[src/rtl/mem_arbiter_pkg.sv]
// Shared types for the unified-memory arbiter: FSM states, grant encoding
// and default bus widths.
package mem_arb_pkg;

    localparam int unsigned ADDR_W_DEF = 16;
    localparam int unsigned DATA_W_DEF = 16;

    typedef enum logic [2:0] {
        IDLE,
        SRV_D,
        SRV_I,
        ERR_D,
        ERR_I
    } arb_state_t;

    typedef enum logic [1:0] {
        GNT_NONE,
        GNT_D,
        GNT_I
    } gnt_t;

endpackage

[src/rtl/mem_arbiter_if.sv]
// Bundle of requester, halt and memory-macro signals around the arbiter.
// The master modport is the arbiter's view; slave is the surrounding
// pipeline/memory side.
interface mem_arbiter_if
    import mem_arb_pkg::*;
#(
    parameter int unsigned ADDR_W = ADDR_W_DEF,
    parameter int unsigned DATA_W = DATA_W_DEF
);

    logic              if_req;
    logic [ADDR_W-1:0] if_addr;
    logic              if_done;
    logic [DATA_W-1:0] if_rdata;
    logic              if_err;
    logic              if_stall;

    logic              dm_req;
    logic              dm_wr;
    logic [ADDR_W-1:0] dm_addr;
    logic [DATA_W-1:0] dm_wdata;
    logic              dm_done;
    logic [DATA_W-1:0] dm_rdata;
    logic              dm_err;
    logic              dm_stall;

    logic              halt;
    logic              halted;

    logic              mem_req;
    logic              mem_wr;
    logic [ADDR_W-1:0] mem_addr;
    logic [DATA_W-1:0] mem_wdata;
    logic [DATA_W-1:0] mem_rdata;
    logic              mem_ack;

    modport master (
        input  if_req, if_addr,
        output if_done, if_rdata, if_err, if_stall,
        input  dm_req, dm_wr, dm_addr, dm_wdata,
        output dm_done, dm_rdata, dm_err, dm_stall,
        input  halt,
        output halted,
        output mem_req, mem_wr, mem_addr, mem_wdata,
        input  mem_rdata, mem_ack
    );

    modport slave (
        output if_req, if_addr,
        input  if_done, if_rdata, if_err, if_stall,
        output dm_req, dm_wr, dm_addr, dm_wdata,
        input  dm_done, dm_rdata, dm_err, dm_stall,
        output halt,
        input  halted,
        input  mem_req, mem_wr, mem_addr, mem_wdata,
        output mem_rdata, mem_ack
    );

endinterface

[src/rtl/mem_arbiter_starve_ctr.sv]
// Saturating count of consecutive data grants made while a fetch waits.
module arb_starve_ctr #(
    parameter int unsigned MAX = 4
) (
    input  logic clk,
    input  logic rst_n,
    input  logic inc,
    input  logic clr,
    output logic at_max
);

    localparam logic [3:0] MAX_V = 4'(MAX);

    logic [3:0] cnt;

    // Clear has priority; increment stops at the limit.
    always_ff @(posedge clk) begin
        if (!rst_n) begin
            cnt <= '0;
        end else if (clr) begin
            cnt <= '0;
        end else if (inc && (cnt != MAX_V)) begin
            cnt <= cnt + 4'd1;
        end
    end

    assign at_max = (cnt == MAX_V);

endmodule

[src/rtl/mem_arbiter.sv]
// Single-port memory arbiter between instruction fetch (IF) and data
// access (DM). Data wins ties unless IF has been starved STARVE_MAX times.
// Optional performance counters are enabled by defining ARB_PERF_CNT_EN.
module mem_arbiter
    import mem_arb_pkg::*;
#(
    parameter int unsigned ADDR_W     = ADDR_W_DEF,
    parameter int unsigned DATA_W     = DATA_W_DEF,
    parameter int unsigned STARVE_MAX = 4
) (
    input  logic          clk,
    input  logic          rst_n,
    mem_arbiter_if.master bus
`ifdef ARB_PERF_CNT_EN
    ,
    output logic [31:0]   if_stall_cnt,
    output logic [31:0]   dm_stall_cnt,
    output logic [15:0]   starve_evt_cnt
`endif
);

    arb_state_t        state;
    gnt_t              gnt;
    logic              starve_at_max;
    logic              starve_inc;
    logic              starve_clr;
    logic [DATA_W-1:0] if_rdata_q;
    logic [DATA_W-1:0] dm_rdata_q;
    logic              halted_q;
    logic              srv_d_ack;
    logic              srv_i_ack;
    logic [ADDR_W-1:0] addr_sel;

    // IDLE-cycle arbitration between the two requesters.
    always_comb begin
        gnt = GNT_NONE;
        if ((state == IDLE) && !bus.halt) begin
            if (bus.dm_req && bus.if_req) begin
                gnt = starve_at_max ? GNT_I : GNT_D;
            end else if (bus.dm_req) begin
                gnt = GNT_D;
            end else if (bus.if_req) begin
                gnt = GNT_I;
            end
        end
    end

    assign starve_inc = (gnt == GNT_D) && bus.if_req;
    assign starve_clr = (gnt == GNT_I) || ((gnt == GNT_D) && !bus.if_req);

    arb_starve_ctr #(.MAX(STARVE_MAX)) u_starve (
        .clk    (clk),
        .rst_n  (rst_n),
        .inc    (starve_inc),
        .clr    (starve_clr),
        .at_max (starve_at_max)
    );

    // Transaction sequencing plus the registered read-data and halted flags.
    always_ff @(posedge clk) begin
        if (!rst_n) begin
            state      <= IDLE;
            if_rdata_q <= '0;
            dm_rdata_q <= '0;
            halted_q   <= 1'b0;
        end else begin
            halted_q <= bus.halt && (state == IDLE);
            unique case (state)
                IDLE: begin
                    case (gnt)
                        GNT_D:   state <= bus.dm_addr[0] ? ERR_D : SRV_D;
                        GNT_I:   state <= bus.if_addr[0] ? ERR_I : SRV_I;
                        default: state <= IDLE;
                    endcase
                end
                SRV_D: begin
                    if (bus.mem_ack) begin
                        dm_rdata_q <= bus.mem_rdata;
                        state      <= IDLE;
                    end
                end
                SRV_I: begin
                    if (bus.mem_ack) begin
                        if_rdata_q <= bus.mem_rdata;
                        state      <= IDLE;
                    end
                end
                ERR_D, ERR_I: state <= IDLE;
                default:      state <= IDLE;
            endcase
        end
    end

    // Done must coincide with mem_ack, so it and the read data are decoded
    // from the state register and passed through combinationally in the
    // ack cycle; the registered copy holds the word afterwards.
    assign srv_d_ack = rst_n && (state == SRV_D) && bus.mem_ack;
    assign srv_i_ack = rst_n && (state == SRV_I) && bus.mem_ack;

    assign bus.dm_done  = srv_d_ack || (rst_n && (state == ERR_D));
    assign bus.if_done  = srv_i_ack || (rst_n && (state == ERR_I));
    assign bus.dm_err   = rst_n && (state == ERR_D);
    assign bus.if_err   = rst_n && (state == ERR_I);
    assign bus.dm_rdata = srv_d_ack ? bus.mem_rdata : dm_rdata_q;
    assign bus.if_rdata = srv_i_ack ? bus.mem_rdata : if_rdata_q;
    assign bus.dm_stall = bus.dm_req && !bus.dm_done;
    assign bus.if_stall = bus.if_req && !bus.if_done;
    assign bus.halted   = halted_q;

    // Memory side follows the granted requester's live inputs.
    always_comb begin
        addr_sel = '0;
        if (state == SRV_D) begin
            addr_sel = bus.dm_addr;
        end else if (state == SRV_I) begin
            addr_sel = bus.if_addr;
        end
    end

    assign bus.mem_req   = (state == SRV_D) || (state == SRV_I);
    assign bus.mem_wr    = (state == SRV_D) && bus.dm_wr;
    assign bus.mem_addr  = addr_sel;
    assign bus.mem_wdata = (state == SRV_D) ? bus.dm_wdata : '0;

`ifdef ARB_PERF_CNT_EN
    logic starve_evt;
    assign starve_evt = (gnt == GNT_I) && bus.dm_req;

    // Saturating stall-cycle and starvation-event counters.
    always_ff @(posedge clk) begin
        if (!rst_n) begin
            if_stall_cnt   <= '0;
            dm_stall_cnt   <= '0;
            starve_evt_cnt <= '0;
        end else begin
            if (bus.if_stall && (if_stall_cnt != '1)) begin
                if_stall_cnt <= if_stall_cnt + 32'd1;
            end
            if (bus.dm_stall && (dm_stall_cnt != '1)) begin
                dm_stall_cnt <= dm_stall_cnt + 32'd1;
            end
            if (starve_evt && (starve_evt_cnt != '1)) begin
                starve_evt_cnt <= starve_evt_cnt + 16'd1;
            end
        end
    end
`endif

endmodule

[src/flat_wrapper.sv]
// flat-port wrapper written by rule: the top's interface ports become plain ports
module mem_arbiter_flat import mem_arb_pkg::*;
#(
    parameter int unsigned ADDR_W     = ADDR_W_DEF,
    parameter int unsigned DATA_W     = DATA_W_DEF,
    parameter int unsigned STARVE_MAX = 4
)
  (clk, rst_n, bus_if_req, bus_if_addr, bus_if_done, bus_if_rdata, bus_if_err, bus_if_stall, bus_dm_req, bus_dm_wr, bus_dm_addr, bus_dm_wdata, bus_dm_done, bus_dm_rdata, bus_dm_err, bus_dm_stall, bus_halt, bus_halted, bus_mem_req, bus_mem_wr, bus_mem_addr, bus_mem_wdata, bus_mem_rdata, bus_mem_ack);
  mem_arbiter_if #(.ADDR_W(ADDR_W), .DATA_W(DATA_W)) bus_i ();
  input  logic clk;
  input  logic rst_n;
  input wire logic [$bits(bus_i.if_req)-1:0] bus_if_req;
  input wire logic [$bits(bus_i.if_addr)-1:0] bus_if_addr;
  output wire logic [$bits(bus_i.if_done)-1:0] bus_if_done;
  output wire logic [$bits(bus_i.if_rdata)-1:0] bus_if_rdata;
  output wire logic [$bits(bus_i.if_err)-1:0] bus_if_err;
  output wire logic [$bits(bus_i.if_stall)-1:0] bus_if_stall;
  input wire logic [$bits(bus_i.dm_req)-1:0] bus_dm_req;
  input wire logic [$bits(bus_i.dm_wr)-1:0] bus_dm_wr;
  input wire logic [$bits(bus_i.dm_addr)-1:0] bus_dm_addr;
  input wire logic [$bits(bus_i.dm_wdata)-1:0] bus_dm_wdata;
  output wire logic [$bits(bus_i.dm_done)-1:0] bus_dm_done;
  output wire logic [$bits(bus_i.dm_rdata)-1:0] bus_dm_rdata;
  output wire logic [$bits(bus_i.dm_err)-1:0] bus_dm_err;
  output wire logic [$bits(bus_i.dm_stall)-1:0] bus_dm_stall;
  input wire logic [$bits(bus_i.halt)-1:0] bus_halt;
  output wire logic [$bits(bus_i.halted)-1:0] bus_halted;
  output wire logic [$bits(bus_i.mem_req)-1:0] bus_mem_req;
  output wire logic [$bits(bus_i.mem_wr)-1:0] bus_mem_wr;
  output wire logic [$bits(bus_i.mem_addr)-1:0] bus_mem_addr;
  output wire logic [$bits(bus_i.mem_wdata)-1:0] bus_mem_wdata;
  input wire logic [$bits(bus_i.mem_rdata)-1:0] bus_mem_rdata;
  input wire logic [$bits(bus_i.mem_ack)-1:0] bus_mem_ack;
  assign bus_i.if_req = bus_if_req;
  assign bus_i.if_addr = bus_if_addr;
  assign bus_if_done = bus_i.if_done;
  assign bus_if_rdata = bus_i.if_rdata;
  assign bus_if_err = bus_i.if_err;
  assign bus_if_stall = bus_i.if_stall;
  assign bus_i.dm_req = bus_dm_req;
  assign bus_i.dm_wr = bus_dm_wr;
  assign bus_i.dm_addr = bus_dm_addr;
  assign bus_i.dm_wdata = bus_dm_wdata;
  assign bus_dm_done = bus_i.dm_done;
  assign bus_dm_rdata = bus_i.dm_rdata;
  assign bus_dm_err = bus_i.dm_err;
  assign bus_dm_stall = bus_i.dm_stall;
  assign bus_i.halt = bus_halt;
  assign bus_halted = bus_i.halted;
  assign bus_mem_req = bus_i.mem_req;
  assign bus_mem_wr = bus_i.mem_wr;
  assign bus_mem_addr = bus_i.mem_addr;
  assign bus_mem_wdata = bus_i.mem_wdata;
  assign bus_i.mem_rdata = bus_mem_rdata;
  assign bus_i.mem_ack = bus_mem_ack;
  mem_arbiter #(.ADDR_W(ADDR_W), .DATA_W(DATA_W), .STARVE_MAX(STARVE_MAX)) u_core (.clk(clk), .rst_n(rst_n), .bus(bus_i));
endmodule
[config.mk]
export PLATFORM = sky130hd
export DESIGN_NAME = mem_arbiter_flat
export DESIGN_NICKNAME = d
export VERILOG_FILES = /design/src/rtl/mem_arbiter_pkg.sv /design/src/rtl/mem_arbiter_if.sv /design/src/rtl/mem_arbiter_starve_ctr.sv /design/src/rtl/mem_arbiter.sv /design/src/flat_wrapper.sv
export SDC_FILE = /design/constraint.sdc
export NUM_CORES = 1
export LEC_CHECK = 0
export CAP_MARGIN = 20
export CORE_UTILIZATION = 40
export DETAILED_ROUTE_END_ITERATION = 6
export GPL_TIMING_DRIVEN = 1
export PLACE_DENSITY = 0.89
export SYNTH_ARGS = -nofsm -noshare
export SYNTH_HDL_FRONTEND = slang
export SYNTH_SLANG_ARGS = --single-unit
[constraint.sdc]
create_clock -name clk -period 3.5 [get_ports clk]
set_clock_uncertainty 0.05 [all_clocks]
set_input_delay 0.525 -clock clk [delete_from_list [all_inputs] [get_ports clk]]
set_output_delay 0.525 -clock clk [all_outputs]
set_load 0.005 [all_outputs]
==> results.yml, run 1 <==
clock_network:
  cts.sink_count: 40
  insertion_delay_ns: 0.28
  cts_hold_buf: 0
  post_cts.repair.setup_buffers: 0
  cts.repair.resized: 0
  path_clk_slew_ns: 0.08
  numCtsBuffers: 5
  cts_buffer_depth: 2
  cts-root-buf: "clkbuf_8"
  cts_tree: "built"
  htreeDepth: 2
route:
  wl_per_cell_um: 15.9
  drc: 0
  ant_nets: 0
  routed_wl_mm: 6.85
  drt-vias-per-instance: 5.31
  drtIter0Drc: 81
  vias: 2283
  firstDrtPassIters: 4
synthesis:
  syn_area_per_cell_um2: 10.6
  synth_mux_area_share_pct: 18.3
  ys_seq_elements: 40
  ys_seq_area_share_pct: 35.1
  synthFlopType: "dfxtp_1"
  synth_top_family_by_area: "compound AO/OA/AOI/OAI gates"
  synth_xor_xnor_area_share_pct: 0
  synth_top_area_share_pct: 35.1
  synth_cell_types: 37
  synthSimpleGateAreaFrac_pct: 16.6
  synth_compound_area_share_pct: 22.0
  async_reset_ff_share_pct: 0
  yosysWarnings: 0
  synth_top_cell_by_area: "dfxtp_1"
  synth_edf_count: 0
  synth_area_leaders: "dfxtp_1 (35%), a22o_1 (18%), mux2_2 (11%)"
  synth_cells: 216
  synthAdderAreaFrac_pct: 2.19
  syn_nets: 291
  syn-cell-area_um2: 2280
setup_path:
  critPathRequiredTime_ns: 2.92
  cp.buffers_inverters: 4
  critical_path_class: "input pin to primary output"
  r2r_start: "u_core.state[2]$_SDFFE_PN0P_"
  critPathMaxFanout: 32
  end_kind: "primary output"
  worst_path_max_delay_cell: "clkdlybuf4s50_1"
  cp-startpoint: "bus_mem_ack"
  worstPathCellList: "clkdlybuf4s50_1 -> inv_1 -> nor3_4 -> buf_12 -> mux2_2 -> clkdlybuf4s50_1"
  crit_arrival_ns: 2.63
  startpoint_type: "input pin"
  cpLargestDelayFamily: "buffers and inverters"
  cpPeakStageDelay_ns: 0.64
  cp_common_cell: "clkdlybuf4s50_1"
flow_run:
  cap_violations: 0
grt:
  grt_pass1_vias: 2270
  grt_overflow: 0
  grt_max_degree: 33
  grt_pass1_wl_mm: 10.9
  track_usage_pct: 22.8
  antenna_found_initial: 0
floorplan:
  die-area_um2: 6010
  io_pins: 144
  die_x_um: 77.5
  rows: 27
  start_util_pct: 41.4
  core_area_um2: 5510
  die_h_um: 77.5
run_status:
  status: "finished, final reports clean"
timing:
  tightest_slew_ns: 0.840
  rsz0062_at_grt: "no"
  post-route-min-period_ns: 3.20
  hold_viol_final: 0
  slew_viol_final: 0
  fin_crit_sh_pct: 91.5
  max_freq_ghz: 0.312
  setup_viol: 0
  tns_ns: 0
  fin_ws_ns: 0.296
  relSlewSlack_pct: 44.0
hold_path:
  hold_class: "flip-flop to flip-flop"
  min_from: "u_core.if_rdata_q[10]$_SDFFE_PN0P_"
finish:
  nets: 433
  n_antenna_cell: 0
  area_growth_pct: 68.3
  drive_gt1_share_pct: 14.5
placement:
  placement.io_buffers: 143
  gp_congestion: 0.827
  dp_slack_ns: 0.308
  dp_hpwl_mm: 5.34
power:
  powerDensity_nw_per_um2: 260
  irDropWorstVdd_mv: 0.147
  leakage_nw: 1.52
==> sequential cells by signal (all words and copies together), names as in the netlist <==
signal and cells:
u_core.bus.halted 1, u_core.state 3, u_core.if_rdata_q 16, u_core.dm_rdata_q 16, u_core.u_starve.cnt 4
==> synth_stat cells, types with 2 or more instances <==
cell type,number
and3_1,4
mux2i_1,2
buf_2,4
a22o_1,48
inv_1,6
and2_1,17
nor2b_1,3
dfxtp_1,40
nand2_1,4
ha_1,4
buf_6,6
nor2_1,5
mux2_4,10
nand3b_1,2
mux2_2,22
nand3_1,8
a21oi_1,4
clkbuf_1,4
nand2b_1,5
==> stage by stage <==
| stage | power, mW | std cells | utilization (%) | cell area [um^2] | hold slack, ns |
|---|---|---|---|---|---|
| floorplan | 0.557 | 216 | - | 2280 | 0.387 |
| global placement | 0.716 | 423 | 68.3 | 3760 | 0.401 |
| detailed placement | 0.721 | 423 | 68.3 | 3760 | 0.405 |
| CTS | 1.00 | 430 | 69.7 | 3840 | 0.430 |
| global route | 1.04 | 430 | 69.7 | 3840 | 0.445 |
| finish | 0.999 | 430 | 69.7 | 3840 | 0.428 |
==> power breakdown <==
part,switching (mW),total [mW],internal (mW)
Clock,0.154,0.289,0.135
Sequential,0.00767,0.471,0.464
Combinational,0.0829,0.239,0.156
Total,0.245,0.999,0.755
==> final cells by class <==
cell class	instances	area [um^2]
Sequential cell	40	801
Inverter	6	22.5
Timing Repair Buffer	150	1500
Multi-Input combinational cell	155	1350
Clock inverter	2	12.5
Fill cell	434	1670
Clock buffer	5	68.8
Tap cell	72	90.1
==> cell usage in the layout (no fill, tap or decap), drive strengths merged, types with 6 or more instances in the layout <==
cell type      instances
and2                  17
dfxtp                 40
mux2                  32
clkdlybuf4s50        143
nand3                  9
a22o                  48
inv                    6
buf                    7
==> final timing paths <==
check,cells past startpoint,slack [ns],to
max,6,0.30,bus_dm_rdata[9]
min,1,0.43,u_core.if_rdata_q[10]$_SDFFE_PN0P_
max reg2reg,6,1.25,u_core.u_starve.cnt[3]$_SDFFE_PP0P_
min reg2reg,1,0.43,u_core.if_rdata_q[10]$_SDFFE_PN0P_
==> worst reg2reg max path, cell delays in order, from the launching register on <==
cell     delay [ns]
dfxtp_1        0.41
nor4_1         0.51
and3_1         0.24
ha_1           0.25
nand2_1        0.12
or4_1          0.48
a21oi_1        0.13
==> metal layers <==
layer | vias up | GRT usage (%) | wire, um
li1 | 1094 | - | -
met1 | 1092 | 26.2 | 2810
met2 | 92 | 42.9 | 3630
met3 | 5 | 4.35 | 354
met4 | 0 | 5.28 | 49
met5 | - | 0 | 0
==> logic make-up (layout without fill, tap and decap cells) <==
family	after synthesis	in the layout
flip-flops	40	40
adder cells (fa/ha/maj)	4	4
multiplexers	34	34
buffers and inverters	21	163
AO/OA/AOI/OAI	59	59
AND/OR/NAND/NOR	58	58
Power figures use the tool's default switching activity.
==> run 2, diff against run 1 <==
CAP_MARGIN = unset   (was 20)
==> results of run 2 <==
Same layout as run 1: the final DEF is identical, and so are final timing and power.
==> run 3, diff against run 2 <==
REMOVE_ABC_BUFFERS = 1   (was unset)
==> results.yml, run 3 (same netlist as run 1, synthesis figures left out) <==
placement:
  gp_congestion: 0.780
  dp_hpwl_mm: 5.36
  placement.io_buffers: 143
setup_path:
  cpPeakStageDelay_ns: 0.63
  worstReg2RegEnd: "u_core.u_starve.cnt[3]$_SDFFE_PP0P_"
  end_kind: "primary output"
  ff2ff_path_depth: 6
  critPathMaxFanout: 32
  r2r_slack_ns: 1.17
  critical_path_class: "input pin to primary output"
  cp_common_cell: "clkdlybuf4s50_1"
  worstPathCellList: "clkdlybuf4s50_1 -> inv_1 -> nor3_4 -> buf_12 -> mux2_2 -> clkdlybuf4s50_1"
  crit_arrival_ns: 2.62
  r2r_start: "u_core.state[2]$_SDFFE_PN0P_"
  startpoint_type: "input pin"
  worst_path_max_delay_cell: "clkdlybuf4s50_1"
  critPathRequiredTime_ns: 2.92
route:
  drtIter0Drc: 92
  routed_wl_mm: 7.15
  drc: 0
  firstDrtPassIters: 5
  drt-vias-per-instance: 5.26
  wl_per_cell_um: 16.6
  ant_nets: 0
  vias: 2269
finish:
  nets: 433
  final_common_cell: "clkdlybuf4s50_1"
  final_cell_mix: "clkdlybuf4s50_1 (143), a22o_1 (48), dfxtp_1 (40)"
  drive_gt1_share_pct: 14.8
  area_growth_pct: 69.7
  reg_top3: "u_core.dm_rdata_q (16), u_core.if_rdata_q (16), u_core.u_starve.cnt (4)"
  n_antenna_cell: 0
  fin_util_pct: 70.3
flow_run:
  cap_violations: 0
floorplan:
  die-area_um2: 6010
  core_area_um2: 5510
  die_x_um: 77.5
  start_util_pct: 41.4
  io_pins: 144
  die_h_um: 77.5
  rows: 27
clock_network:
  cts.repair.resized: 0
  cts_hold_buf: 0
  numCtsBuffers: 5
  cts-root-buf: "clkbuf_8"
  cts_buffer_depth: 2
  insertion_delay_ns: 0.29
  htreeDepth: 2
  cts_tree: "built"
  path_clk_slew_ns: 0.08
  post_cts.repair.setup_buffers: 0
  cts.sink_count: 40
timing:
  max_freq_ghz: 0.313
  tns_ns: 0
  rsz0062_at_grt: "no"
  fin_crit_sh_pct: 91.4
  tightest_slew_ns: 0.809
  slew_viol_final: 0
  hold_viol_final: 0
  setup_viol: 0
  post-route-min-period_ns: 3.20
  relSlewSlack_pct: 46.1
hold_path:
  min_from: "u_core.if_rdata_q[15]$_SDFFE_PN0P_"
  hold_class: "flip-flop to flip-flop"
  hold_depth: 1
  holdPathEnd: "u_core.if_rdata_q[15]$_SDFFE_PN0P_"
power:
  leakage_nw: 1.53
  powerDensity_nw_per_um2: 285
  irDropWorstVdd_mv: 0.206
grt:
  grt_pass1_vias: 2112
  grt_pass1_wl_mm: 11.1
  antenna_found_initial: 0
  grt_overflow: 0
  grt_max_degree: 33
  track_usage_pct: 23.5
run_status:
  status: "finished, final reports clean"
run 3: cell types whose count changed in the layout (fill, tap and decap cells not counted), sizes merged:
| cell | before | now |
|---|---|---|
| bufinv | 0 | 1 |
| clkinv | 1 | 0 |
| inv | 6 | 7 |
run 3: per-layer routing:
layer  part of all wire (%)  vias to the layer above  routed length [um]  global-route usage [%]
met2                     48                       79                3430                    37.3
li1                       -                     1094                   -                       -
met3                    5.4                       10                 387                    5.29
met5                      0                        -                   0                       0
met4                    1.2                        0                  87                    6.04
met1                     45                     1086                3240                    31.9
run 3: final cells by class:
class | instances | area (um^2)
inverter | 6 | 22.5
fill | 421 | 1630
tap | 72 | 90.1
multi-input combinational | 155 | 1350
clock inverter | 3 | 46.3
timing repair buffer | 150 | 1500
sequential | 40 | 801
clock buffer | 5 | 68.8
run 3: through the flow:
stage | worst slack (ns) | hold WS (ns) | power [mW] | instance area (um^2) | instances
after floorplan | 0.876 | 0.387 | 0.551 | 2170 | 201
after global placement | 0.388 | 0.403 | 0.714 | 3760 | 423
after detailed placement | 0.338 | 0.405 | 0.718 | 3760 | 423
after CTS | 0.331 | 0.430 | 1.11 | 3870 | 431
after global routing | 0.222 | 0.448 | 1.15 | 3870 | 431
final | 0.300 | 0.428 | 1.10 | 3870 | 431
run 3: worst max-delay path: cells and delay by family:
family,cells,cell delay [ns]
mux,1,0.37
simple gates,1,0.23
buf+inv,4,1.49
run 3: worst max-delay path by stage:
stage                        to                         start  slack [ns]
6_report       bus_dm_rdata[14]                   bus_mem_ack        0.30
3_5_place_dp   bus_dm_rdata[14]                   bus_mem_ack        0.34
4_1_cts        bus_dm_rdata[14]                   bus_mem_ack        0.33
3_3_place_gp   bus_dm_rdata[13]                   bus_mem_ack        0.39
5_1_grt        bus_dm_rdata[14]                   bus_mem_ack        0.22
2_1_floorplan  bus_if_rdata[12]  u_core.state[1]$_SDFFE_PN0P_        0.88
run 3: power by group:
part | internal, mW | total [mW] | leakage (nW) | switching [mW]
combinational | 0.156 | 0.240 | 1.15 | 0.0842
clock | 0.215 | 0.393 | 0.0548 | 0.178
sequential | 0.464 | 0.471 | 0.323 | 0.00707
